File: src/rtl/cla_pkg.sv
// cla_pkg: shared group width, 4-bit slice type and group-count helper for the pipelined CLA adder
package cla_pkg;
    localparam int CLA_GRP_W = 4;
    typedef logic [CLA_GRP_W-1:0] cla_grp_t;
    function automatic int cla_ngrp(input int width);
        return width / CLA_GRP_W;
    endfunction
endpackage

File: src/rtl/cla_group4.sv
// cla_group4: combinational 4-bit carry-lookahead group
//   a, b    : operand slices
//   c_in    : carry into the group
//   s       : sum slice
//   c_out   : carry out of the group
//   p_grp   : group propagate (for a future second lookahead level)
//   g_grp   : group generate  (for a future second lookahead level)
module cla_group4
    import cla_pkg::*;
(
    input  cla_grp_t a,
    input  cla_grp_t b,
    input  logic     c_in,
    output cla_grp_t s,
    output logic     c_out,
    output logic     p_grp,
    output logic     g_grp
);
    cla_grp_t p, g, c;
    assign p = a ^ b;
    assign g = a & b;
    assign c[0] = c_in;
    assign c[1] = g[0] | (p[0] & c_in);
    assign c[2] = g[1] | (p[1] & g[0]) | (p[1] & p[0] & c_in);
    assign c[3] = g[2] | (p[2] & g[1]) | (p[2] & p[1] & g[0]) | (p[2] & p[1] & p[0] & c_in);
    assign p_grp = &p;
    assign g_grp = g[3] | (p[3] & g[2]) | (p[3] & p[2] & g[1]) | (p[3] & p[2] & p[1] & g[0]);
    assign c_out = g_grp | (p_grp & c_in);
    assign s = p ^ c;
endmodule

File: src/rtl/cla_pipe_adder.sv
// cla_pipe_adder: pipelined carry-lookahead adder/subtractor, one 4-bit group resolved per stage
//   clk, rst_n           : clock, asynchronous active-low reset
//   in_valid / in_ready  : operand handshake
//   a, b, c_in, sub      : operands; sub=1 computes a - b (carry in c_in ^ 1)
//   out_valid / out_ready: result handshake
//   s, c_out             : sum mod 2^WIDTH and carry out of the MSB (for sub: 1 = no borrow)
//   ovf                  : signed overflow, present only when CLA_PIPE_OVF_EN is defined
module cla_pipe_adder
    import cla_pkg::*;
#(
    parameter int WIDTH = 16
) (
    input  logic             clk,
    input  logic             rst_n,
    input  logic             in_valid,
    output logic             in_ready,
    input  logic [WIDTH-1:0] a,
    input  logic [WIDTH-1:0] b,
    input  logic             c_in,
    input  logic             sub,
    output logic             out_valid,
    input  logic             out_ready,
    output logic [WIDTH-1:0] s,
`ifdef CLA_PIPE_OVF_EN
    output logic             ovf,
`endif
    output logic             c_out
);
    localparam int NGRP = cla_ngrp(WIDTH);
    if (WIDTH % CLA_GRP_W != 0 || WIDTH < CLA_GRP_W) begin : g_chk
        $error("cla_pipe_adder: WIDTH must be a multiple of 4 and at least 4");
    end
    logic             advance;
    logic [WIDTH-1:0] bx;
    logic             cx;
    // The whole pipe moves together; a held result freezes every stage behind it.
    assign advance  = !out_valid || out_ready;
    assign in_ready = advance;
    assign bx = sub ? ~b : b;
    assign cx = c_in ^ sub;
    for (genvar k = 0; k < NGRP; k++) begin : g_st
        // Group k feeds stage register k+1; rw = operand bits still unresolved entering group k.
        localparam int RW = WIDTH - CLA_GRP_W * k;
        localparam int SW = CLA_GRP_W * (k + 1);
        logic          v_i, c_i, v_r, c_r, gco, gp, gg, unused_pg;
        logic [RW-1:0] a_i, b_i;
        logic [SW-1:0] s_d, s_r;
        cla_grp_t      gs;
        if (k == 0) begin : g_src
            assign v_i = in_valid;
            assign a_i = a;
            assign b_i = bx;
            assign c_i = cx;
            assign s_d = gs;
        end else begin : g_src
            assign v_i = g_st[k-1].v_r;
            assign a_i = g_st[k-1].g_op.a_r;
            assign b_i = g_st[k-1].g_op.b_r;
            assign c_i = g_st[k-1].c_r;
            assign s_d = {gs, g_st[k-1].s_r};
        end
        cla_group4 u_grp (
            .a     (a_i[CLA_GRP_W-1:0]),
            .b     (b_i[CLA_GRP_W-1:0]),
            .c_in  (c_i),
            .s     (gs),
            .c_out (gco),
            .p_grp (gp),
            .g_grp (gg)
        );
        assign unused_pg = gp ^ gg;
        always_ff @(posedge clk or negedge rst_n)
            if (!rst_n) begin
                v_r <= 1'b0;
                s_r <= '0;
                c_r <= 1'b0;
            end else if (advance) begin
                v_r <= v_i;
                s_r <= s_d;
                c_r <= gco;
            end
        if (k < NGRP - 1) begin : g_op
            logic [RW-CLA_GRP_W-1:0] a_r, b_r;
            always_ff @(posedge clk or negedge rst_n)
                if (!rst_n) begin
                    a_r <= '0;
                    b_r <= '0;
                end else if (advance) begin
                    a_r <= a_i[RW-1:CLA_GRP_W];
                    b_r <= b_i[RW-1:CLA_GRP_W];
                end
        end
`ifdef CLA_PIPE_OVF_EN
        if (k == NGRP - 1) begin : g_ovf
            logic ovf_r;
            // Carry into the MSB is recovered as p ^ s of the top bit.
            always_ff @(posedge clk or negedge rst_n)
                if (!rst_n)
                    ovf_r <= 1'b0;
                else if (advance)
                    ovf_r <= gco ^ (a_i[CLA_GRP_W-1] ^ b_i[CLA_GRP_W-1] ^ gs[CLA_GRP_W-1]);
        end
`endif
    end
    assign out_valid = g_st[NGRP-1].v_r;
    assign s         = g_st[NGRP-1].s_r;
    assign c_out     = g_st[NGRP-1].c_r;
`ifdef CLA_PIPE_OVF_EN
    assign ovf = g_st[NGRP-1].g_ovf.ovf_r;
`endif
endmodule

File: config.mk
export PLATFORM = sky130hd
export DESIGN_NAME = cla_pipe_adder
export DESIGN_NICKNAME = d
export VERILOG_FILES = /design/src/rtl/cla_pkg.sv /design/src/rtl/cla_group4.sv /design/src/rtl/cla_pipe_adder.sv
export SDC_FILE = /design/constraint.sdc
export NUM_CORES = 1
export LEC_CHECK = 0
export CORE_ASPECT_RATIO = 2
export CORE_MARGIN = 4
export CORE_UTILIZATION = 35
export DETAILED_ROUTE_END_ITERATION = 6
export GPL_ROUTABILITY_DRIVEN = 0
export PLACE_DENSITY = 0.56
export SYNTH_ARGS = -nofsm -noshare
export SYNTH_HDL_FRONTEND = slang
export SYNTH_SLANG_ARGS = --single-unit
export TNS_END_PERCENT = 100
File: constraint.sdc
create_clock -name clk -period 4.4 [get_ports clk]
set_input_delay 1.1 -clock clk [delete_from_list [all_inputs] [get_ports clk]]
set_output_delay 1.1 -clock clk [all_outputs]
set_load 0.005 [all_outputs]
==> qor.yml, run 1 <==
status:
  outcome: "finished, final reports clean"
grt:
  grt_pass1_wl_mm: 13.57
  first_global_vias: 2981
  gr-total-overflow: 0
  grt_max_degree: 98
  grt_usage: 0.1213
  antenna_found_initial: 0
sta:
  drv_slew: 0
  finalHoldViolCount: 0
  rsz0062_at_grt: "false"
  clock_skew_ns: 0.007413
  tightest_slew_ns: 0.9325
  max_freq_mhz: 295.9
  period_share: 0.7680
  relSlewSlack: 0.3783
  tns_ns: 0
  post-route-min-period_ns: 3.379
  setup_viol: 0
yosys:
  syn_avg_cell_area_um2: 9.374
  ys_types: 27
  synth_top_area_frac: 0.5682
  synthCells: 451
  synth_area_leaders: "dfrtp_1 57%, nand2_1 19%, ha_1 4.7%"
  synth_area_leader_cell: "dfrtp_1"
  syn_area_mm2: 0.004228
  yosys_warnings: 0
  synth-seq-cells: 96
  synthesis.nets: 509
  yosysSeqAreaShare: 0.5682
drt:
  detail_route.wirelength_mm: 7.681
  first_pass_iters: 4
  vias: 2955
  drcViolationCount: 0
  routedWlPerCell_um: 11.82
  drt_iter0_markers: 206
  viasPerCell: 4.546
  ant_nets: 0
die:
  die_area_mm2: 0.01401
  core_mm2: 0.01177
  rows: 56
  die_y_um: 163.4
  start_util: 0.3592
  fp.dieW_um: 85.72
  pin_count: 57
layout:
  layout_common_cells: "209 x nand2_1, 96 x dfrtp_1, 55 x clkdlybuf4s50_1, 26 x o21ai_0"
  fill_cells: 1201
  final_layout_size_suffix_gt1_frac: 0.05149
  multi_input_area_mm2: 0.001707
  finish.instance_area_mm2: 0.005220
  diodes: 0
  final_common_cell: "nand2_1"
  regArea_mm2: 0.002402
  final_util: 0.4435
  design.final.nets: 558
  syn_to_final_growth_pct: 23.47
cts:
  holdBufCountCts: 0
  clock_path_buffers: 2
  post_cts_buffers: 0
  cts_tree: "yes"
  numCtsBuffers: 9
  clk_latency_ns: 0.33
  cts_sinks: 96
  cts.clk_slew.worst_paths_ns: 0.07
  cts_root_buf: "clkbuf_16"
  cts_resized: 0
  htree_levels: 3
worst_hold_path:
  hold_path.class: "reg2reg"
critical_path:
  arrival_ns: 2.28
  crit_type: "in2out"
  crit_chain: "clkdlybuf4s50_1, nor2b_4, inv_2, clkdlybuf4s50_1"
  critPathLaunchType: "input port"
  cpPeakStageDelay_ns: 0.52
  critPathMostFrequentCell: "clkdlybuf4s50_1"
  worst_path_max_delay_cell: "clkdlybuf4s50_1"
  worstPathRequired_ns: 3.30
  worstSetupEndpointType: "output port"
  worst-path-max-fanout: 3
power_and_ir_drop:
  swShare: 0.3306
  p_int_mw: 2.329
  p_seq_frac: 0.429
  leakagePower_nw: 2.522
  p_comb_frac: 0.346
  power.density_mw_per_mm2: 666.5
  peakVddDrop_uv: 261.0
  power.share.clock: 0.225
  p_sw_mw: 1.150
placement:
  hpwlAfterDp_mm: 5.468
  port_buffers: 56
  place_area_mm2: 0.004912
flow_run:
  drv_cap: 0
-- worst max-delay path, delay by kind of cell --
kind | cells | cell delay, ns
and+or+nand+nor | 1 | 0.05
buffers and inverters | 3 | 1.13
-- registers in the layout (all words and copies together), names as in the netlist --
name           cells
c_out              1
g_st.g_op.a_r     24
s                 16
g_st.g_op.b_r     24
g_st.s_r          24
g_st.v_r           3
out_valid          1
g_st.c_r           3
-- logic make-up (layout without fill, tap and decap cells) --
kind of cell	Yosys count	count (layout)	share of synthesized area
and+or+nand+nor	222	222	0.1992
DFF	96	96	0.5682
AOI/OAI and AO/OA	59	59	0.08494
buffers and inverters	30	84	0.02989
xor gates and xnor gates	24	24	0.05149
adders and majority gates	20	20	0.06629
-- cell type report --
class                      count  area share
clock inverter                 5     0.01055
sequential                    96      0.4602
multi-input combinational    325      0.3269
timing repair buffer          61      0.1141
clock buffer                  11     0.04842
inverter                       7    0.005034
tap                          145     0.03476
-- final timing paths --
check,end,slack [ns],startpoint,cells after the start
setup / recovery,in_ready,1.02,out_ready,4
hold / removal,out_valid$_DFFE_PN0P_,0.46,g_st[2].v_r$_DFFE_PN0P_,1
setup reg to reg,s[14]$_DFFE_PN0P_,2.43,out_valid$_DFFE_PN0P_,6
hold reg to reg,out_valid$_DFFE_PN0P_,0.46,g_st[2].v_r$_DFFE_PN0P_,1
max in group asynchronous,g_st[0].g_op.b_r[11]$_DFFE_PN0P_,2.65,rst_n,2
min in group asynchronous,g_st[0].g_op.a_r[2]$_DFFE_PN0P_,0.90,rst_n,1
-- synth_stat cells --
cell and instances:
a211oi_1 7, a21o_1 4, a21oi_1 12, a22o_4 1
a311oi_1 1, and3_1 1, buf_2 5, buf_6 1
clkbuf_1 17, dfrtp_1 96, fa_1 4, ha_1 16
inv_1 6, inv_2 1, nand2_1 209, nand2b_1 1
nor2_1 9, nor2b_1 1, nor3_1 1, o211ai_1 2
o21a_1 1, o21ai_0 26, o21bai_1 3, o31ai_1 2
xnor2_1 16, xor2_1 7, xor2_2 1
-- per-stage QoR --
stage	power, mW	hold slack [ns]	std cells	worst slack, ns
floorplan	2.294	0.4300	451	1.560
global placement	2.690	0.4420	634	0.9863
detailed placement	2.753	0.4520	634	0.9819
CTS	3.548	0.4673	650	0.9914
global route	3.803	0.4874	650	0.9868
finish	3.479	0.4617	650	1.021
-- per-layer routing --
metal | global-route usage | share of wire | up-vias
met3 | 0.01918 | 0.030 | 9
li1 | - | - | 1531
met1 | 0.1294 | 0.40 | 1365
met4 | 0.06700 | 0.025 | 0
met2 | 0.2224 | 0.54 | 50
met5 | 0 | 0 | -
-- power by group through the flow --
stage,Combinational (mW),Clock [mW],Sequential [mW]
2_1_floorplan,0.828,0,1.47
5_1_grt,1.41,0.839,1.55
4_1_cts,1.24,0.808,1.50
3_3_place_gp,1.19,0,1.50
6_report,1.21,0.782,1.49
3_5_place_dp,1.24,0,1.52
No activity file was read; power rests on OpenSTA's default activity.
==> inputs of run 2 (changes only) <==
Clock period 4.4 ns to 3.4 ns, I/O delays scaled along.
==> qor.yml, run 2 (synthesis gave the netlist of run 1 again) <==
status:
  outcome: "finished, final reports clean"
layout:
  layout_common_cells: "209 x nand2_1, 96 x dfrtp_1, 55 x clkdlybuf4s50_1, 26 x o21ai_0"
  reg_top3: "g_st.g_op.a_r: 24 flops, g_st.g_op.b_r: 24 flops, g_st.s_r: 24 flops"
  finish.instance_area_mm2: 0.005187  # -0.62%
  diodes: 0  # unchanged
  fill_cells: 1196  # -0.42%
  design.final.nets: 559  # +0.18%
  syn_to_final_growth_pct: 22.70
  final_layout_size_suffix_gt1_frac: 0.04356  # -0.007921
  final_common_cell: "nand2_1"
  final_util: 0.4407  # -0.002763
drt:
  wl_met2_mm: 4.067  # -1.9%
  ant_nets: 0  # unchanged
  drcViolationCount: 0  # unchanged
  first_pass_iters: 4  # unchanged
  drt_iter0_markers: 159  # -23%
  top_layer: "met4"
  dr_wl_met3_um: 249  # +7.8%
  wirelength_met1_mm: 3.219  # +3.5%
  detail_route.wirelength_mm: 7.694  # +0.17%
  routedWlPerCell_um: 11.84  # +0.17%
  vias: 3009  # +1.8%
  viasPerCell: 4.629  # +1.8%
sta:
  whs_ns: 0.4581  # -0.003523 ns
  clock_skew_ns: 0.003708  # -0.003705 ns
  setup_viol: 0  # unchanged
  rsz0062_at_grt: "false"
  tightest_slew_ns: 0.9632  # +0.03071 ns
  post-route-min-period_ns: 2.869
  tns_ns: 0  # unchanged
  max_freq_mhz: 348.6
  relSlewSlack: 0.3579  # -0.02047
  period_share: 0.8437
  finalHoldViolCount: 0  # unchanged
  drv_slew: 0  # unchanged
cts:
  clock_path_buffers: 2  # unchanged
  cts_resized: 0  # unchanged
  numCtsBuffers: 9  # unchanged
  cts.clk_slew.worst_paths_ns: 0.06  # about the same
  cts_tree: "yes"
  holdBufCountCts: 0  # unchanged
  cts_sinks: 96  # unchanged
  post_cts_buffers: 0  # unchanged
  cts_root_buf: "clkbuf_16"
  htree_levels: 3  # unchanged
  clk_latency_ns: 0.34  # about the same
critical_path:
  worst-path-max-fanout: 3  # unchanged
  worstPathRequired_ns: 2.55  # -0.75 ns
  worstSetupEndpointType: "output port"
  crit_type: "in2out"
  arrival_ns: 2.02  # -0.26 ns
  critPathLaunchType: "input port"
power_and_ir_drop:
  peakVddDrop_uv: 272.4  # +4.4%
  leakagePower_nw: 2.510  # -0.50%
  power.density_mw_per_mm2: 848.1  # +27%
placement:
  place_area_mm2: 0.004920  # +0.15%
  hpwlAfterDp_mm: 5.399  # -1.3%
  port_buffers: 56  # unchanged
grt:
  gr-total-overflow: 0  # unchanged
  first_global_vias: 3067  # +2.9%
  grt_max_degree: 98  # unchanged
  grt_usage: 0.1232  # +0.001894
  grt_pass1_wl_mm: 13.90  # +2.5%
  antenna_found_initial: 0  # unchanged
die:
  fp.dieW_um: 85.72  # unchanged
  die_y_um: 163.4  # unchanged
  pin_count: 57  # unchanged
  rows: 56  # unchanged
  start_util: 0.3592  # unchanged
  die_area_mm2: 0.01401  # unchanged
  core_mm2: 0.01177  # unchanged
flow_run:
  drv_cap: 0  # unchanged
worst_hold_path:
  hold_path.class: "reg2reg"
## run 2: cell types whose count changed in the layout (fill, tap and decap cells not counted), sizes merged
cell and delta:
buf +1, bufinv -1, clkbuf +4, clkinv -2, clkinvlp -2
## run 2: worst max-delay path: stages
cell	delay, ns
clkdlybuf4s50_1	0.50
nor2b_4	0.05
inv_2	0.10
clkdlybuf4s50_1	0.51
## run 2: final cells by class
type	count	area (µm²)	area share
clock buffers	15	267.8	0.05162
inverters	7	26.28	0.005065
multi-input cells	325	1707	0.3290
flip-flops and latches	96	2402	0.4631
well taps	145	181.4	0.03497
repair buffers	62	603.1	0.1163
## run 2: metrics by stage
step | worst slack [ns] | power, mW | std cells
2_1_floorplan | 0.8101 | 2.969 | 451
3_3_place_gp | 0.3171 | 3.483 | 635
3_5_place_dp | 0.2140 | 3.547 | 635
4_1_cts | 0.4959 | 4.480 | 650
5_1_grt | 0.4408 | 4.822 | 650
6_report | 0.5314 | 4.400 | 650
## run 2: report_power, final
part	leakage [nW]	internal [mW]	switching [mW]	total, mW
combinational	1.23	0.751	0.803	1.55
sequential	1.15	1.65	0.274	1.93
clock	0.130	0.533	0.384	0.917
## run 2: routing by layer
layer  vias up  track usage
met5         -            0
met4         0      0.05620
met3        11      0.02171
met2        44       0.2220
met1      1414       0.1388
li1       1540            -
## run 2: path summary, 6_finish.rpt
kind,startpoint,endpoint,slack (ns),cells past startpoint
setup / recovery,out_ready,in_ready,0.53,4
hold / removal,g_st[2].v_r$_DFFE_PN0P_,g_st[2].v_r$_DFFE_PN0P_,0.46,2
setup reg to reg,g_st[2].g_op.a_r[0]$_DFFE_PN0P_,c_out$_DFFE_PN0P_,1.75,5
hold reg to reg,g_st[2].v_r$_DFFE_PN0P_,g_st[2].v_r$_DFFE_PN0P_,0.46,2
max in group asynchronous,rst_n,out_valid$_DFFE_PN0P_,1.99,2
min in group asynchronous,rst_n,g_st[0].g_op.a_r[2]$_DFFE_PN0P_,0.66,1
==> inputs of run 3 (changes only) <==
Clock period 3.4 ns to 2.85 ns, I/O delays scaled along.
==> qor.yml, run 3 (synthesis gave the netlist of run 1 again) <==
status:
  outcome: "finished, final reports clean"
drt:
  first_pass_iters: 4  # unchanged
  vias: 3013  # +0.13%
  drcViolationCount: 0  # unchanged
  routedWlPerCell_um: 11.87  # +0.30%
  ant_nets: 0  # unchanged
  drt_iter0_markers: 169  # +6.3%
  viasPerCell: 4.621  # -0.17%
  detail_route.wirelength_mm: 7.741  # +0.61%
sta:
  rsz0062_at_grt: "false"
  max_freq_mhz: 381.6
  tns_ns: 0  # unchanged
  post-route-min-period_ns: 2.621
  relSlewSlack: 0.3858  # +0.02791
  drv_slew: 0  # unchanged
  tightest_slew_ns: 0.9213  # -0.04187 ns
  clock_skew_ns: 0.006183  # +0.002475 ns
  finalHoldViolCount: 0  # unchanged
  setup_viol: 0  # unchanged
  period_share: 0.9195
cts:
  cts_root_buf: "clkbuf_16"
  cts.clk_slew.worst_paths_ns: 0.06  # about the same
  post_cts_buffers: 0  # unchanged
  clock_path_buffers: 2  # unchanged
  holdBufCountCts: 0  # unchanged
  cts_sinks: 96  # unchanged
  numCtsBuffers: 9  # unchanged
  clk_latency_ns: 0.34  # about the same
  cts_tree: "yes"
  cts_resized: 0  # unchanged
  htree_levels: 3  # unchanged
critical_path:
  crit_buf_inv: 3  # unchanged
  reg2reg_depth: 3  # -2
  worst-path-max-fanout: 2  # -1
  cp_top_family: "buffers and inverters"
  startpoint: "out_ready"
  worstSetupEndpointType: "output port"
  r2r_start: "out_valid$_DFFE_PN0P_"
  worst-path-stages: 4  # unchanged
  worst_path_max_delay_cell: "clkdlybuf4s50_1"
  cpPeakStageDelay_ns: 0.52  # about the same
  arrival_ns: 1.91  # -0.11 ns
  worstPathRequired_ns: 2.14  # -0.41 ns
  critPathLaunchType: "input port"
  crit_type: "in2out"
  critPathMostFrequentCell: "clkdlybuf4s50_1"
  crit_chain: "clkdlybuf4s50_1, nor2b_4, inv_2, clkdlybuf4s50_1"
grt:
  antenna_found_initial: 0  # unchanged
  busiest_layer: "met2"
  grt_use_met1: 0.1379  # -0.0009801
  grt_pass1_wl_mm: 13.97  # +0.50%
  grt_usage: 0.1244  # +0.001156
  met3_usage: 0.02827  # +0.006562
  use_met2: 0.2224  # +0.0003541
  grt_max_degree: 98  # unchanged
  gr-total-overflow: 0  # unchanged
  first_global_vias: 3165  # +3.2%
die:
  pin_count: 57  # unchanged
  fp.dieW_um: 85.72  # unchanged
  start_util: 0.3592  # unchanged
  die_y_um: 163.4  # unchanged
  rows: 56  # unchanged
  core_mm2: 0.01177  # unchanged
  die_area_mm2: 0.01401  # unchanged
power_and_ir_drop:
  power.density_mw_per_mm2: 1056  # +25%
  p_sw_mw: 1.773  # +21%
  power.share.clock: 0.259  # +0.051
  leakagePower_nw: 2.577  # +2.7%
  p_comb_frac: 0.332  # -0.021
  swShare: 0.3155  # -0.01680
  p_int_mw: 3.847  # +31%
  p_seq_frac: 0.409  # -0.029
  peakVddDrop_uv: 450.0  # +65%
  finalPower_mw: 5.619  # +28%
layout:
  fin_cells: 652  # +0.31%
  finish.instance_area_mm2: 0.005321  # +2.6%
  final_layout_size_suffix_gt1_frac: 0.05523  # +0.01166
  reg_top3: "g_st.g_op.a_r: 24 flops, g_st.g_op.b_r: 24 flops, g_st.s_r: 24 flops"
  final_common_cell: "nand2_1"
  diodes: 0  # unchanged
  final_util: 0.4521  # +0.01137
  layout_common_cells: "209 x nand2_1, 96 x dfrtp_1, 55 x clkdlybuf4s50_1, 26 x o21ai_0"
  syn_to_final_growth_pct: 25.87
  design.final.nets: 560  # +0.18%
placement:
  port_buffers: 56  # unchanged
  place_area_mm2: 0.004952  # +0.66%
  place_inst: 636  # +0.16%
  hpwlAfterDp_mm: 5.315  # -1.5%
flow_run:
  drv_cap: 0  # unchanged
worst_hold_path:
  hold_path.class: "in2async"
## run 3: per-layer routing
metal / vias up / part of all wire
met4: 0 / 0.021
li1: 1535 / -
met3: 11 / 0.037
met1: 1419 / 0.42
met5: - / 0
met2: 48 / 0.53
## run 3: area by class of cell
| class | count | area (µm²) |
|---|---|---|
| fill | 1209 | 6450 |
| sequential | 96 | 2402 |
| multi-input combinational | 325 | 1707 |
| timing repair buffer | 63 | 635.6 |
| clock buffer | 10 | 239.0 |
| tap | 145 | 181.4 |
| clock inverter | 6 | 130.1 |
| inverter | 7 | 26.28 |
## run 3: final timing paths
kind                                                        end  slack (ns)
worst max-delay path                                   in_ready        0.23
worst min-delay path            g_st[0].g_op.a_r[2]$_DFFE_PN0P_        0.37
worst max register to register  g_st[0].g_op.b_r[4]$_DFFE_PN0P_        1.18
worst min register to register          g_st[2].v_r$_DFFE_PN0P_        0.46
max in group asynchronous       g_st[1].g_op.b_r[2]$_DFFE_PN0P_        1.79
min in group clk                        g_st[2].v_r$_DFFE_PN0P_        0.46
## run 3: power groups by stage
stage	clock network (mW)	registers (mW)	logic, mW
global placement	0	2.31	1.85
global route	1.54	2.40	2.20
floorplan	0	2.26	1.28
CTS	1.49	2.31	1.92
detailed placement	0	2.33	1.91
finish	1.45	2.30	1.87
## run 3: stage by stage
step	setup WS, ns	hold WS [ns]
detailed placement	0.06389	0.4509
CTS	0.1966	0.3894
global route	0.2069	0.3992
global placement	0.1095	0.4414
finish	0.2293	0.3679
floorplan	0.3976	0.4169
